### config.mk
export PLATFORM = sky130hd
export DESIGN_NAME = control_unit_flat
export DESIGN_NICKNAME = d
export VERILOG_FILES = /design/src/rtl/control_unit_if.sv /design/src/rtl/control_unit.sv /design/src/flat_wrapper.sv
export SDC_FILE = /design/constraint.sdc
export NUM_CORES = 1
export LEC_CHECK = 0
export CORE_MARGIN = 10
export CORE_UTILIZATION = 38
export CTS_CLUSTER_SIZE = 14
export DETAILED_ROUTE_END_ITERATION = 8
export HOLD_SLACK_MARGIN = 0.12
export PLACE_DENSITY = 0.71
export SLEW_MARGIN = 10
export SYNTH_ARGS = -nofsm -noshare
export SYNTH_HDL_FRONTEND = slang
export SYNTH_SLANG_ARGS = --single-unit
### constraint.sdc
create_clock -name clock -period 2.15 [get_ports clock]
set_input_delay 0.3225 -clock clock [delete_from_list [all_inputs] [get_ports clock]]
set_output_delay 0.3225 -clock clock [all_outputs]
set_load 0.01 [all_outputs]
### src/rtl/control_unit_if.sv
`default_nettype none
// ============================================================================
// Module      : control_unit_if
// Description : Bundle of the signals between the control sequencer and the
//               datapath. Inputs to the sequencer: IR, Run, mem_ready.
//               Outputs from the sequencer: the 15 datapath strobes, Rout and
//               Rin (one-hot register enables), ALU select and halted.
//               master = control unit side, slave = datapath side.
// Revision    : 1.0  initial release
// ============================================================================
interface control_unit_if;
  logic [31:0] IR;
  logic        Run;
  logic        mem_ready;

  logic        PCout, MARin, IncPC, PCin, read, MDRin, MDRout, IRin;
  logic        Yin, Zlowin, Zhighin, Zlowout, Zhighout, HIin, LOin;
  logic [15:0] Rout;
  logic [15:0] Rin;
  logic [4:0]  ALU;
  logic        halted;

  modport master (
    input  IR, Run, mem_ready,
    output PCout, MARin, IncPC, PCin, read, MDRin, MDRout, IRin,
           Yin, Zlowin, Zhighin, Zlowout, Zhighout, HIin, LOin,
           Rout, Rin, ALU, halted
  );

  modport slave (
    output IR, Run, mem_ready,
    input  PCout, MARin, IncPC, PCin, read, MDRin, MDRout, IRin,
           Yin, Zlowin, Zhighin, Zlowout, Zhighout, HIin, LOin,
           Rout, Rin, ALU, halted
  );
endinterface
`default_nettype wire

### src/rtl/control_unit.sv
`default_nettype none
// ============================================================================
// Module      : control_unit
// Description : Moore-style instruction sequencer (T0..T6, HALT) that drives
//               the datapath strobes for fetch, R-type ALU ops, MUL/DIV and
//               HALT. All other opcodes behave as NOP.
// Ports       : clock - system clock, rising edge
//               clear - synchronous active-low reset
//               bus   - control_unit_if.master (IR, Run, mem_ready in;
//                       strobes, Rout, Rin, ALU, halted out)
// Revision    : 1.0  initial release
// ============================================================================
module control_unit #(
  parameter logic [4:0] ROR_ALU = 5'b01000,
  parameter logic [4:0] HALT_OP = 5'b11011
) (
  input  wire logic      clock,
  input  wire logic      clear,
  control_unit_if.master bus
);

  localparam logic [4:0] OP_ROR   = 5'b01010;
  localparam logic [4:0] OP_RMAX  = 5'b01100;
  localparam logic [4:0] OP_MUL   = 5'b01111;
  localparam logic [4:0] OP_DIV   = 5'b10000;

  typedef enum logic [2:0] {
    T0   = 3'd0,
    T1   = 3'd1,
    T2   = 3'd2,
    T3   = 3'd3,
    T4   = 3'd4,
    T5   = 3'd5,
    T6   = 3'd6,
    HALT = 3'd7
  } state_t;

  typedef struct packed {
    logic pc_out, mar_in, inc_pc, pc_in, rd, mdr_in, mdr_out, ir_in;
    logic y_in, zlow_in, zhigh_in, zlow_out, zhigh_out, hi_in, lo_in;
  } ctl_t;

  state_t     state_q, state_d;
  logic       pc_done_q, pc_done_d;   // PCin already issued in this T1 visit
  logic [4:0] opcode_q, opcode_d;
  logic [3:0] ra_q, ra_d, rb_q, rb_d, rc_q, rc_d;
  logic [4:0] alu_q, alu_d;

  ctl_t        ctl;
  logic [15:0] rout_raw, rin_raw;
  logic        alu_load;
  logic [4:0]  alu_code;
  logic        drive;
  logic        is_halt, is_rtype, is_muldiv;
  logic        unused_ir_bits;

  // Low IR bits carry immediates the sequencer never looks at.
  assign unused_ir_bits = ^bus.IR[14:0];

  // Strobes are only issued while running and not being cleared, so a clear
  // landing on T5 never lets the register write escape.
  assign drive = bus.Run & clear;

  assign is_halt   = (opcode_q == HALT_OP);
  assign is_rtype  = !is_halt && (opcode_q <= OP_RMAX);
  assign is_muldiv = !is_halt && ((opcode_q == OP_MUL) || (opcode_q == OP_DIV));

  always_ff @(posedge clock) begin
    if (!clear) begin
      state_q   <= T0;
      pc_done_q <= 1'b0;
      opcode_q  <= 5'd0;
      ra_q      <= 4'd0;
      rb_q      <= 4'd0;
      rc_q      <= 4'd0;
      alu_q     <= 5'd0;
    end else begin
      state_q   <= state_d;
      pc_done_q <= pc_done_d;
      opcode_q  <= opcode_d;
      ra_q      <= ra_d;
      rb_q      <= rb_d;
      rc_q      <= rc_d;
      alu_q     <= alu_d;
    end
  end

  always_comb begin
    state_d   = state_q;
    pc_done_d = pc_done_q;
    opcode_d  = opcode_q;
    ra_d      = ra_q;
    rb_d      = rb_q;
    rc_d      = rc_q;
    ctl       = '0;
    rout_raw  = 16'h0000;
    rin_raw   = 16'h0000;
    alu_load  = 1'b0;
    alu_code  = 5'd0;

    case (state_q)
      T0: begin
        ctl.pc_out  = 1'b1;
        ctl.mar_in  = 1'b1;
        ctl.inc_pc  = 1'b1;
        ctl.zlow_in = 1'b1;
        if (bus.Run) begin
          state_d   = T1;
          pc_done_d = 1'b0;
        end
      end
      T1: begin
        ctl.zlow_out = 1'b1;
        ctl.pc_in    = !pc_done_q;
        ctl.rd       = 1'b1;
        ctl.mdr_in   = 1'b1;
        if (bus.Run) begin
          if (bus.mem_ready) begin
            state_d   = T2;
            pc_done_d = 1'b0;
          end else begin
            pc_done_d = 1'b1;
          end
        end
      end
      T2: begin
        ctl.mdr_out = 1'b1;
        ctl.ir_in   = 1'b1;
        if (bus.Run) begin
          state_d  = T3;
          opcode_d = bus.IR[31:27];
          ra_d     = bus.IR[26:23];
          rb_d     = bus.IR[22:19];
          rc_d     = bus.IR[18:15];
        end
      end
      T3: begin
        if (is_rtype) begin
          rout_raw = 16'h0001 << rb_q;
          ctl.y_in = 1'b1;
        end else if (is_muldiv) begin
          rout_raw = 16'h0001 << ra_q;
          ctl.y_in = 1'b1;
        end
        if (bus.Run) begin
          if (is_halt)                     state_d = HALT;
          else if (is_rtype || is_muldiv)  state_d = T4;
          else                             state_d = T0;
        end
      end
      T4: begin
        if (is_rtype) begin
          rout_raw    = 16'h0001 << rc_q;
          ctl.zlow_in = 1'b1;
          alu_load    = 1'b1;
          alu_code    = (opcode_q == OP_ROR) ? ROR_ALU : opcode_q;
        end else if (is_muldiv) begin
          rout_raw     = 16'h0001 << rb_q;
          ctl.zlow_in  = 1'b1;
          ctl.zhigh_in = 1'b1;
          alu_load     = 1'b1;
          alu_code     = opcode_q;
        end
        if (bus.Run) state_d = (is_rtype || is_muldiv) ? T5 : T0;
      end
      T5: begin
        if (is_rtype) begin
          ctl.zlow_out = 1'b1;
          rin_raw      = 16'h0001 << ra_q;
        end else if (is_muldiv) begin
          ctl.zlow_out = 1'b1;
          ctl.lo_in    = 1'b1;
        end
        if (bus.Run) state_d = is_muldiv ? T6 : T0;
      end
      T6: begin
        ctl.zhigh_out = 1'b1;
        ctl.hi_in     = 1'b1;
        if (bus.Run) state_d = T0;
      end
      HALT: begin
        state_d = HALT;
      end
      default: begin
        state_d = T0;
      end
    endcase
  end

  // ALU select is remembered across cycles; it only changes in an active T4.
  assign alu_d = (bus.Run && alu_load) ? alu_code : alu_q;

  assign bus.PCout    = drive & ctl.pc_out;
  assign bus.MARin    = drive & ctl.mar_in;
  assign bus.IncPC    = drive & ctl.inc_pc;
  assign bus.PCin     = drive & ctl.pc_in;
  assign bus.read     = drive & ctl.rd;
  assign bus.MDRin    = drive & ctl.mdr_in;
  assign bus.MDRout   = drive & ctl.mdr_out;
  assign bus.IRin     = drive & ctl.ir_in;
  assign bus.Yin      = drive & ctl.y_in;
  assign bus.Zlowin   = drive & ctl.zlow_in;
  assign bus.Zhighin  = drive & ctl.zhigh_in;
  assign bus.Zlowout  = drive & ctl.zlow_out;
  assign bus.Zhighout = drive & ctl.zhigh_out;
  assign bus.HIin     = drive & ctl.hi_in;
  assign bus.LOin     = drive & ctl.lo_in;
  assign bus.Rout     = drive ? rout_raw : 16'h0000;
  assign bus.Rin      = drive ? rin_raw  : 16'h0000;
  assign bus.ALU      = (drive && alu_load) ? alu_code : alu_q;
  assign bus.halted   = (state_q == HALT);

endmodule
`default_nettype wire

### src/flat_wrapper.sv
// flat-port wrapper written by rule: the top's interface ports become plain ports
module control_unit_flat 
#(
  parameter logic [4:0] ROR_ALU = 5'b01000,
  parameter logic [4:0] HALT_OP = 5'b11011
)
  (clock, clear, bus_IR, bus_Run, bus_mem_ready, bus_PCout, bus_MARin, bus_IncPC, bus_PCin, bus_read, bus_MDRin, bus_MDRout, bus_IRin, bus_Yin, bus_Zlowin, bus_Zhighin, bus_Zlowout, bus_Zhighout, bus_HIin, bus_LOin, bus_Rout, bus_Rin, bus_ALU, bus_halted);
  control_unit_if bus_i ();
  input  wire logic clock;
  input  wire logic clear;
  input wire logic [$bits(bus_i.IR)-1:0] bus_IR;
  input wire logic [$bits(bus_i.Run)-1:0] bus_Run;
  input wire logic [$bits(bus_i.mem_ready)-1:0] bus_mem_ready;
  output wire logic [$bits(bus_i.PCout)-1:0] bus_PCout;
  output wire logic [$bits(bus_i.MARin)-1:0] bus_MARin;
  output wire logic [$bits(bus_i.IncPC)-1:0] bus_IncPC;
  output wire logic [$bits(bus_i.PCin)-1:0] bus_PCin;
  output wire logic [$bits(bus_i.read)-1:0] bus_read;
  output wire logic [$bits(bus_i.MDRin)-1:0] bus_MDRin;
  output wire logic [$bits(bus_i.MDRout)-1:0] bus_MDRout;
  output wire logic [$bits(bus_i.IRin)-1:0] bus_IRin;
  output wire logic [$bits(bus_i.Yin)-1:0] bus_Yin;
  output wire logic [$bits(bus_i.Zlowin)-1:0] bus_Zlowin;
  output wire logic [$bits(bus_i.Zhighin)-1:0] bus_Zhighin;
  output wire logic [$bits(bus_i.Zlowout)-1:0] bus_Zlowout;
  output wire logic [$bits(bus_i.Zhighout)-1:0] bus_Zhighout;
  output wire logic [$bits(bus_i.HIin)-1:0] bus_HIin;
  output wire logic [$bits(bus_i.LOin)-1:0] bus_LOin;
  output wire logic [$bits(bus_i.Rout)-1:0] bus_Rout;
  output wire logic [$bits(bus_i.Rin)-1:0] bus_Rin;
  output wire logic [$bits(bus_i.ALU)-1:0] bus_ALU;
  output wire logic [$bits(bus_i.halted)-1:0] bus_halted;
  assign bus_i.IR = bus_IR;
  assign bus_i.Run = bus_Run;
  assign bus_i.mem_ready = bus_mem_ready;
  assign bus_PCout = bus_i.PCout;
  assign bus_MARin = bus_i.MARin;
  assign bus_IncPC = bus_i.IncPC;
  assign bus_PCin = bus_i.PCin;
  assign bus_read = bus_i.read;
  assign bus_MDRin = bus_i.MDRin;
  assign bus_MDRout = bus_i.MDRout;
  assign bus_IRin = bus_i.IRin;
  assign bus_Yin = bus_i.Yin;
  assign bus_Zlowin = bus_i.Zlowin;
  assign bus_Zhighin = bus_i.Zhighin;
  assign bus_Zlowout = bus_i.Zlowout;
  assign bus_Zhighout = bus_i.Zhighout;
  assign bus_HIin = bus_i.HIin;
  assign bus_LOin = bus_i.LOin;
  assign bus_Rout = bus_i.Rout;
  assign bus_Rin = bus_i.Rin;
  assign bus_ALU = bus_i.ALU;
  assign bus_halted = bus_i.halted;
  control_unit #(.ROR_ALU(ROR_ALU), .HALT_OP(HALT_OP)) u_core (.clock(clock), .clear(clear), .bus(bus_i));
endmodule
==> flow_summary.toml <==
[status]
status = "finished with violations"
violations = "negative setup slack"

[routing]
ant_nets = 0
dr.pass1.iters = 6
vias = 2968
wire_per_inst_um = 16.4
wl_um = 8890
drt_iter0_drc = 211
drc_errors = 0
vias_per_cell = 5.49

[sta]
worst_slack_ns = -0.223
fin_crit_ns = 2.37
fin_skew_ns = 0.00388
setup_viol = 20
slew_headroom = 0.735
finalHoldViolations = 0
worst_pin_slew_ns = 0.395
finalCritPeriodShare = 1.10
fmax_ghz = 0.421
slew_viol_final = 0
setup-tns-final_ns = -2.73
grt_setup_unrepaired = "yes"

[floorplan]
start_util = 0.388
core.rowCount = 28
die_w_um = 97.3
die_h_um = 97.3
fp.coreArea_sq_mm = 0.00585
dieArea_sq_mm = 0.00947
num_io_pins = 89

[clock_tree]
clk_pin_slew_ns = 0.09
cts.sinks = 26
cts_max_level = 1
hold_buffers = 0
cts_inserted_buffers = 3
clock_path_buffers = 2
tritoncts = "built"
insertion_delay_ns = 0.27
root_buffer = "clkbuf_8"

[synth]
async_flop_share = 0
syn-num-nets = 372
yosys_register_bits = 26
syn_avg_cell_area_sq_um = 6.76
synthCells = 336
synth-main-ff-cell = "dfxtp_1"
synth_edf_count = 0
ys_types = 51
yosysWarnings = 0
syn_area_sq_mm = 0.00227
seq_area_frac_synth = 0.229

[placement]
dpl_worst_slack_ns = -0.433
place.gp.congestion = 0.934
numPortBuffers = 73
hpwl_um = 6400

[setup_path]
worstPathRequired_ns = 1.83
startpoint_type = "flop"
arrival_ns = 2.05
end_kind = "output pin"
cp_max_fo = 5
critPathKind = "flop to output pin"

[grt]
grt.total_usage = 0.165
grt_pass1_vias = 2761
overflow = 0
antenna_found_initial = 0
grt_max_degree = 23
grt_first_pass_wirelength_um = 13700

[finish]
final_common_cell = "buf_4"
layout_common_cells = "buf_4 (68), nand2_1 (61), nor2_1 (29)"
diodes = 0
fin_nets = 503
areaGrowthSynthToFinish_pct = 66.5
drive_above_1_share = 0.399
final.fill_count = 494

[hold_path]
hold_path_class = "flop to flop"

[pwr]
peakVddDrop_v = 0.000300
powerDensity_mw_per_mm2 = 286
p_leak_nw = 1.50

[job]
max-cap-violations = 0
==> Yosys cell counts, drive strengths merged (2+ instances only) <==
cell	n	area share
a21boi	19	0.063
nand2b	4	0.011
nor3	13	0.031
clkbuf	16	0.026
a22o	4	0.015
nand3b	3	0.0099
a22oi	3	0.0099
o31ai	2	0.0066
nor4b	4	0.028
o22ai	5	0.014
o21ai	10	0.022
buf	18	0.048
nand4	8	0.022
dfxtp	26	0.23
nor4	2	0.019
and2	4	0.011
nand2	69	0.11
nor2b	9	0.025
nand3	16	0.035
a32oi	3	0.012
a2bb2oi	2	0.010
mux2	3	0.015
a31oi	5	0.014
nor3b	4	0.015
a21oi	31	0.068
and3b	2	0.0077
nor2	32	0.054
inv	6	0.0099
==> metrics by stage <==
stage,instances,util,area (sq um),hold slack (ns),power (mW)
CTS,535,0.629,3680,0.475,1.07
global placement,517,0.593,3470,0.436,0.745
global route,541,0.647,3780,0.516,1.13
floorplan,336,-,2270,0.425,0.622
finish,541,0.647,3780,0.485,1.08
detailed placement,517,0.593,3470,0.450,0.747
==> final cells by class <==
cell class,instances,area (sq um),share of cell area
Clock buffer,4,55.1,0.0146
Inverter,6,22.5,0.00595
Multi-Input combinational cell,270,1780,0.471
Sequential cell,26,544,0.144
Tap cell,75,93.8,0.0248
Timing Repair Buffer,160,1280,0.340
==> power breakdown <==
group          switching, mW  total (mW)  internal (mW)  leakage, nW
Clock                  0.155       0.318          0.164       0.0288
Sequential            0.0147       0.501          0.486        0.215
Combinational          0.124       0.262          0.137         1.25
Total                  0.294        1.08          0.787         1.50
==> path summary, 6_finish.rpt <==
check	from	to	slack [ns]	cells after the start
setup reg to reg	u_core.opcode_q[1]$_SDFFE_PN0P_	u_core.alu_q[4]$_SDFFE_PN0P_	0.28	9
hold reg to reg	u_core.alu_q[1]$_SDFFE_PN0P_	u_core.alu_q[1]$_SDFFE_PN0P_	0.48	1
setup / recovery	u_core.opcode_q[0]$_SDFFE_PN0P_	bus_Rout[15]	-0.22	9
hold / removal	u_core.alu_q[1]$_SDFFE_PN0P_	u_core.alu_q[1]$_SDFFE_PN0P_	0.48	1
==> worst max-delay path, cell delays in order, from the launching register on <==
cell and delay, ns:
dfxtp_4 0.39, nand4_1 0.15, a2bb2oi_4 0.23, buf_4 0.15, buf_6 0.12, nor3_4 0.23
buf_4 0.15, a32oi_1 0.08, o22ai_2 0.13, buf_2 0.15
==> logic make-up after synthesis <==
logic type,synth area share
flip-flops,0.229
multiplexers,0.0149
AO/OA/AOI/OAI,0.279
buffers and inverters,0.0842
AND/OR/NAND/NOR,0.393
==> metal layers <==
layer  routed length [um]  vias to the layer above  GRT usage
li1                     -                     1449          -
met1                 3790                     1396      0.213
met2                 4510                      102      0.286
met3                  396                       21     0.0185
met4                  199                        0     0.0391
met5                    0                        -          0
==> what timing repair did <==
item                                    CTS  global route
pin swaps                                33            21
resized for setup                       192            56
buffers inserted                         14            11
endpoints found under the setup margin   52            43
==> sequential cells by signal (all words and copies together), names as in the netlist <==
| register | cells |
|---|---|
| u_core.ra_q | 4 |
| u_core.rb_q | 4 |
| u_core.rc_q | 4 |
| u_core.alu_q | 5 |
| u_core.state_q | 3 |
| u_core.opcode_q | 5 |
| u_core.pc_done_q | 1 |
(Power assumes the default switching activity.)
